===== config.mk =====
export PLATFORM = sky130hd
export DESIGN_NAME = telem_rx_flat
export DESIGN_NICKNAME = d
export VERILOG_FILES = /design/src/rtl/telem_rx_if.sv /design/src/rtl/telem_rx.sv /design/src/flat_wrapper.sv
export SDC_FILE = /design/constraint.sdc
export NUM_CORES = 1
export LEC_CHECK = 0
export CAP_MARGIN = 0
export CORE_MARGIN = 1
export CORE_UTILIZATION = 35
export CTS_CLUSTER_DIAMETER = 80
export DETAILED_ROUTE_END_ITERATION = 10
export GPL_TIMING_DRIVEN = 0
export PLACE_DENSITY = 0.69
export SETUP_SLACK_MARGIN = 0.15
export SYNTH_ARGS = -nofsm -noshare
export SYNTH_HDL_FRONTEND = slang
export SYNTH_SLANG_ARGS = --single-unit

===== constraint.sdc =====
create_clock -name clk -period 2.39 [get_ports clk]
set_input_delay 0.3585 -clock clk [delete_from_list [all_inputs] [get_ports clk]]
set_output_delay 0.3585 -clock clk [all_outputs]
set_load 0.01 [all_outputs]

===== src/rtl/telem_rx_if.sv =====
// Byte-stream handshake from UART_rcv plus the decoded telemetry
// outputs of the packet receiver.
interface telem_rx_if;
    logic        rdy;
    logic [7:0]  rx_data;
    logic        clr_rdy;
    logic [11:0] batt;
    logic [11:0] curr;
    logic [11:0] torque;
    logic        vld;
    logic        frm_err;
    logic [7:0]  pkt_cnt;
    logic [7:0]  err_cnt;

    modport master (
        output rdy, rx_data,
        input  clr_rdy, batt, curr, torque,
        input  vld, frm_err, pkt_cnt, err_cnt
    );

    modport slave (
        input  rdy, rx_data,
        output clr_rdy, batt, curr, torque,
        output vld, frm_err, pkt_cnt, err_cnt
    );
endinterface


===== src/rtl/telem_rx.sv =====
// Telemetry packet receiver: frames 8-byte AA 55 packets into an atomic
// battery/current/torque triple, with framing and stall error counting.
module telem_rx #(
    parameter int TMO_CYC = 100000
) (
    input logic       clk,
    input logic       rst_n,
    telem_rx_if.slave bus
);
    localparam int CW = $clog2(TMO_CYC) + 1;
    localparam logic [CW-1:0] TMO_M1 = CW'(TMO_CYC - 1);

    typedef enum logic [2:0] {
        SYNC1, SYNC2, B_HI, B_LO, C_HI, C_LO, T_HI, T_LO
    } state_t;

    state_t        state;
    logic [CW-1:0] tmo;
    logic [3:0]    b_hi, c_hi, t_hi;
    logic [7:0]    b_lo, c_lo;
    logic          take;
    logic          tmo_hit;
    logic          bad;

    // clr_rdy masks the byte still sitting on rdy while UART_rcv drops it
    assign take    = bus.rdy & ~bus.clr_rdy;
    assign tmo_hit = (state != SYNC1) && (tmo == TMO_M1);

    always_comb begin
        bad = 1'b0;
        if (take) begin
            unique case (state)
                SYNC2:
                    bad = (bus.rx_data != 8'h55) && (bus.rx_data != 8'hAA);
                B_HI, C_HI, T_HI:
                    bad = bus.rx_data[7:4] != 4'h0;
                default:
                    bad = 1'b0;
            endcase
        end else begin
            bad = tmo_hit;
        end
    end

    always_ff @(posedge clk or negedge rst_n) begin
        if (!rst_n) begin
            state       <= SYNC1;
            tmo         <= '0;
            b_hi        <= '0;
            c_hi        <= '0;
            t_hi        <= '0;
            b_lo        <= '0;
            c_lo        <= '0;
            bus.clr_rdy <= 1'b0;
            bus.vld     <= 1'b0;
            bus.frm_err <= 1'b0;
            bus.batt    <= '0;
            bus.curr    <= '0;
            bus.torque  <= '0;
            bus.pkt_cnt <= '0;
            bus.err_cnt <= '0;
        end else begin
            bus.clr_rdy <= take;
            bus.vld     <= 1'b0;
            bus.frm_err <= bad;

            if (bad && bus.err_cnt != 8'hFF)
                bus.err_cnt <= bus.err_cnt + 8'd1;

            if (take || state == SYNC1 || tmo_hit)
                tmo <= '0;
            else
                tmo <= tmo + CW'(1);

            if (bad) begin
                state <= SYNC1;
            end else if (take) begin
                case (state)
                    SYNC1:
                        if (bus.rx_data == 8'hAA) state <= SYNC2;
                    SYNC2:
                        if (bus.rx_data == 8'h55) state <= B_HI;
                    B_HI: begin
                        b_hi  <= bus.rx_data[3:0];
                        state <= B_LO;
                    end
                    B_LO: begin
                        b_lo  <= bus.rx_data;
                        state <= C_HI;
                    end
                    C_HI: begin
                        c_hi  <= bus.rx_data[3:0];
                        state <= C_LO;
                    end
                    C_LO: begin
                        c_lo  <= bus.rx_data;
                        state <= T_HI;
                    end
                    T_HI: begin
                        t_hi  <= bus.rx_data[3:0];
                        state <= T_LO;
                    end
                    T_LO: begin
                        bus.batt    <= {b_hi, b_lo};
                        bus.curr    <= {c_hi, c_lo};
                        bus.torque  <= {t_hi, bus.rx_data};
                        bus.vld     <= 1'b1;
                        bus.pkt_cnt <= bus.pkt_cnt + 8'd1;
                        state       <= SYNC1;
                    end
                    default:
                        state <= SYNC1;
                endcase
            end
        end
    end
endmodule


===== src/flat_wrapper.sv =====
// flat-port wrapper written by rule: the top's interface ports become plain ports
module telem_rx_flat 
#(
    parameter int TMO_CYC = 100000
)
  (clk, rst_n, bus_rdy, bus_rx_data, bus_clr_rdy, bus_batt, bus_curr, bus_torque, bus_vld, bus_frm_err, bus_pkt_cnt, bus_err_cnt);
  telem_rx_if bus_i ();
  input logic clk;
  input logic rst_n;
  input wire logic [$bits(bus_i.rdy)-1:0] bus_rdy;
  input wire logic [$bits(bus_i.rx_data)-1:0] bus_rx_data;
  output wire logic [$bits(bus_i.clr_rdy)-1:0] bus_clr_rdy;
  output wire logic [$bits(bus_i.batt)-1:0] bus_batt;
  output wire logic [$bits(bus_i.curr)-1:0] bus_curr;
  output wire logic [$bits(bus_i.torque)-1:0] bus_torque;
  output wire logic [$bits(bus_i.vld)-1:0] bus_vld;
  output wire logic [$bits(bus_i.frm_err)-1:0] bus_frm_err;
  output wire logic [$bits(bus_i.pkt_cnt)-1:0] bus_pkt_cnt;
  output wire logic [$bits(bus_i.err_cnt)-1:0] bus_err_cnt;
  assign bus_i.rdy = bus_rdy;
  assign bus_i.rx_data = bus_rx_data;
  assign bus_clr_rdy = bus_i.clr_rdy;
  assign bus_batt = bus_i.batt;
  assign bus_curr = bus_i.curr;
  assign bus_torque = bus_i.torque;
  assign bus_vld = bus_i.vld;
  assign bus_frm_err = bus_i.frm_err;
  assign bus_pkt_cnt = bus_i.pkt_cnt;
  assign bus_err_cnt = bus_i.err_cnt;
  telem_rx #(.TMO_CYC(TMO_CYC)) u_core (.clk(clk), .rst_n(rst_n), .bus(bus_i));
endmodule

After elaboration in Yosys (flattened, before gate mapping) --
Index checks and enable logic that the tools add are counted.
Word-level totals: input port bits 11, register bits 104, output and inout port bits 55
Operators by class: bitwise gates (word level) 3, add/sub/neg operators 3, reduce and logical (&&, ||, !) cells 17, equality and inequality tests 15, mux-type cells 11
Operators by type and width (number):
- $pmux 3 s8 | 1
- $reduce_and 3->1 | 7
- $add 18x1->18 const B | 1
- $eq 18x17->1 const B | 1
- $mux 18 | 1
- $add 8x1->8 const B | 2
- $ne 8x8->1 const B | 2
- $eq 3x3->1 const B | 4
- $mux 3 | 4
- $eq 8x7->1 const B | 1
- $eq 8x8->1 const B | 1
- $ne 8x7->1 const B | 1
- $eq 3x2->1 const B | 2
- $mux 1 | 4
- $reduce_bool 4->1 | 1
- $eq 3x1->1 const B | 1
- $logic_and 1x1->1 | 3
- $logic_not 3->1 | 1
- $ne 3x1->1 const B | 1
- $ne 3x2->1 const B | 1
- $reduce_bool 3->1 | 1
- $reduce_or 3->1 | 1
- $logic_or 1x1->1 | 2
- $not 1->1 | 2
- 3 further kinds | 3

Logic depth before layout (Yosys ltp) --
depth after elaboration 6, depth in mapped cells 10

Worst setup path after synthesis --
OpenSTA, ideal clock, no wires.
kind reg2reg, start point register u_core.state[0], end point register u_core.bus.err_cnt[6], cell stages (with the launch flop) 9, setup slack -0.030 ns, clock period less this slack 2.420 ns, arrival time 2.295 ns, data required time 2.265 ns, cells stage by stage dfrtp_1 -> inv_1 -> ha_1 -> nor2b_1 -> or4_1 -> o31a_1 -> buf_2 -> nor4_1 -> mux2_2
Between the ends: word-level cells in the longest chain between the ends 5
RTL lines:
- from (decl) | line telem_rx.sv:17 | state_t state;
- from (signal assigned) | line telem_rx.sv:47 | state <= SYNC1;
- from (signal assigned) | line telem_rx.sv:76 | state <= SYNC1;
- from (signal assigned) | line telem_rx.sv:80 | if (bus.rx_data == 8'hAA) state <= SYNC2;
- $eq 3x2->1 or $eq 3x3->1 (tied branches) | line telem_rx.sv:32 | unique case (state)
- $reduce_or 3->1 | line telem_rx.sv:32
- $pmux 1 s2 | line telem_rx.sv:32
- $mux 1 (*) | line telem_rx.sv:31 | if (take) begin
- $logic_and 1x1->1 (*) | line telem_rx.sv:67 | if (bad && bus.err_cnt != 8'hFF)
- to (signal assigned) | line telem_rx.sv:68 | bus.err_cnt <= bus.err_cnt + 8'd1;
- to (decl) | line telem_rx_if.sv:24 | output vld, frm_err, pkt_cnt, err_cnt
Mark *: on every way between the ends. The rest lies on a longest branch, timed or not. A chain may end at the register's enable or synchronous reset.

Worst setup path in the final report --
Same ends and word-level chain as after synthesis.

==> impl_metrics.tcl <==
set metrics [dict create \
    grt_max_degree 54 \
    coreArea_um2 12200 \
    synth_area_um2 4430 \
    crit_type "flop to flop" \
    die_w_um 114 \
    area_delta_synth_final_pct 30.7 \
    worst_ep_required_time_ns 2.63 \
    syn-num-nets 431 \
    synth_seq_cells 104 \
    antenna_left 0 \
    outcome "finished, final reports clean" \
    synth-warning-count 0 \
    routabilityCongestion 0.788 \
    min_period_ns 2.21 \
    crit_path_start "u_core.state[0]$_DFFE_PN0P_" \
    cts_tree "yes" \
    drt-total-wl_mm 9.41 \
    avgViaCountPerCell 4.72 \
    drive_above_1_share_pct 16.3 \
    cts.sink_count 104 \
    reg2reg_from "u_core.state[0]$_DFFE_PN0P_" \
    period_share_pct 92.5 \
    finalMaxSlewViolations 0 \
    dp_cells 647 \
    critPathMaxFanout 7 \
    fmax_ghz 0.452 \
    fin_area_um2 5790 \
    power_density_nw_per_um2 682 \
    wl_per_cell_um 14.0 \
    finalSetupViolCount 0 \
    arrival_ns 2.45 \
    firstDrtPassIters 4 \
    clk_path_buf_depth 2 \
    crit_path_start_kind "flop" \
    portBuffers 65 \
    nets 517 \
    drc 0 \
    critPathCaptureType "flop" \
    ys.flop_type "dfrtp_1" \
    vdd_drop_max_mv 0.493 \
    design.die.area_um2 13100 \
    hp-class "primary input to async pin" \
    synth_edf_count 0 \
    antenna_cells 0 \
    grt_pass1_wl_mm 16.1 \
    cts_buffers 9 \
    grt_use_total_pct 15.6 \
    ys_seq_area_share_pct 58.8 \
    hold_viol_final 0 \
    dp_hpwl_mm 6.62 \
    start_util_pct 36.4 \
    timing.hold.ws_ns 0.0524 \
    grt_overflow_total 0 \
    holdBufCountCts 0 \
    fp.dieH_um 114 \
    total_power_uw 3950 \
    cts_max_level 3 \
    fin_setup_tns_ns 0 \
    grt_pass1_vias 3280 \
    fp-row-count 40 \
    avgSynthCellArea_um2 10.7 \
    instances_no_fill 672 \
    max-slew-margin-rel_pct 42.1 \
    root_buffer "clkbuf_16" \
    grt.met3_usage_pct 4.02 \
    path_clk_slew_ns 0.07 \
    antenna_found_initial 0 \
    met1_usage_pct 19.7 \
    ys_types 38 \
    postSynthCellCount 413 \
    skew_ns 0.00941 \
    io_pins 66 \
    worst_pin_slew_ns 0.861 \
    async_reset_ff_share_pct 100 \
    top_usage_layer "met2" \
    rsz0062_at_grt "true" \
    dpl_cell_area_um2 5340 \
    initialDrtViolationCount 170 \
    num_vias 3175 \
    p_leak_uw 0.00282 \
    drv_cap 0 \
    insertion_delay_ns 0.35 \
    grtUsageMet2_pct 26.5 \
]
[path summary, 6_finish.rpt]
path                       cells past startpoint                                end  slack, ns
min in group clk                               3   u_core.bus.torque[0]$_DFFE_PN0P_       0.40
min                                            1            u_core.tmo[0]$_DFF_PN0_       0.05
max                                            8  u_core.bus.err_cnt[6]$_DFFE_PN0P_       0.18
min reg2reg                                    2     u_core.bus.curr[0]$_DFFE_PN0P_       0.47
max in group asynchronous                      2  u_core.bus.pkt_cnt[4]$_DFFE_PN0P_       1.65
max reg2reg                                    8  u_core.bus.err_cnt[6]$_DFFE_PN0P_       0.18
[cells in the mapped netlist (all sizes together) (2+ instances only)]
cell	count	share of area, %
nand2	126	11
dfrtp	104	59
mux2	31	7.9
nor2	25	2.1
xor2	17	3.4
nand3	14	1.6
buf	11	1.3
xnor2	10	2.0
inv	9	0.76
and3	8	1.1
ha	7	2.0
nand4	7	0.99
a21oi	5	0.57
nand2b	5	0.71
nor4	5	0.71
and4	3	0.59
clkbuf	3	0.25
nor3	3	0.34
nor3b	3	0.62
a21o	2	0.34
nor2b	2	0.28
or4	2	0.42
[power breakdown]
part           switching [µW]  total, µW  internal, µW
combinational             291        587           296
clock                     685       1420           731
sequential                100       1950          1850
[per-layer routing]
metal / vias to the layer above / routed length, µm
li1: 1536 / -
met1: 1571 / 4310
met2: 58 / 4660
met3: 10 / 347
met4: 0 / 103
met5: - / 0
[repair_timing]
action / 4_1_cts / 5_1_grt
setup buffers: 6 / 3
pin swaps: 2 / 3
gates resized for setup: 17 / 18
endpoints found under the setup margin: 87 / 54
[cells in the final DEF (no fill, tap or decap), types with 8 or more instances in the layout]
master,count
xor2_1,17
mux2_1,9
clkbuf_16,9
nand2_1,125
buf_4,11
clkdlybuf4s50_1,56
dfrtp_1,104
nand3_1,14
and3_1,8
xnor2_1,10
mux2_2,20
nor2_1,25
[through the flow]
stage	setup slack (ns)	util [%]
finish	0.179	47.6
global route	0.0968	47.6
CTS	0.129	46.9
detailed placement	-0.778	43.9
global placement	-2.83	43.7
floorplan	0.154	-
[area by class of cell]
| class | instances | area, µm² |
|---|---|---|
| Buffer | 14 | 87.6 |
| Clock buffer | 9 | 225 |
| Clock inverter | 7 | 62.6 |
| Fill cell | 1140 | 6370 |
| Inverter | 9 | 33.8 |
| Multi-Input combinational cell | 286 | 1840 |
| Sequential cell | 104 | 2600 |
| Tap cell | 168 | 210 |
| Timing Repair Buffer | 75 | 729 |
[flip-flops by register name (all words and copies together), names as in the netlist]
register            flops
u_core.state            3
u_core.tmo             18
u_core.b_lo             8
u_core.bus.frm_err      1
u_core.c_lo             8
u_core.b_hi             4
u_core.bus.clr_rdy      1
u_core.bus.pkt_cnt      8
u_core.c_hi             4
u_core.bus.curr        12
u_core.bus.vld          1
u_core.bus.torque      12
u_core.bus.err_cnt      8
u_core.t_hi             4
u_core.bus.batt        12
[worst max-delay path, cell delays in order (launching register included)]
cell     delay (ns)
dfrtp_1        0.37
inv_2          0.06
ha_4           0.16
nor2b_4        0.13
or4_4          0.42
o31a_1         0.26
buf_6          0.15
nor4_4         0.23
mux2_4         0.32
[kinds of logic (layout without fill, tap and decap cells)]
| group | Yosys count | in the layout | share of synthesized area, % |
|---|---|---|---|
| AO/OA/AOI/OAI | 14 | 14 | 2.74 |
| XOR/XNOR | 27 | 27 | 5.34 |
| adder cells (fa/ha/maj) | 7 | 7 | 1.98 |
| buffers and inverters | 23 | 114 | 2.32 |
| flip-flops | 104 | 104 | 58.8 |
| multiplexers | 32 | 32 | 8.11 |
| AND/OR/NAND/NOR | 206 | 206 | 20.7 |
Note: power is estimated with default switching activity, not from simulation.
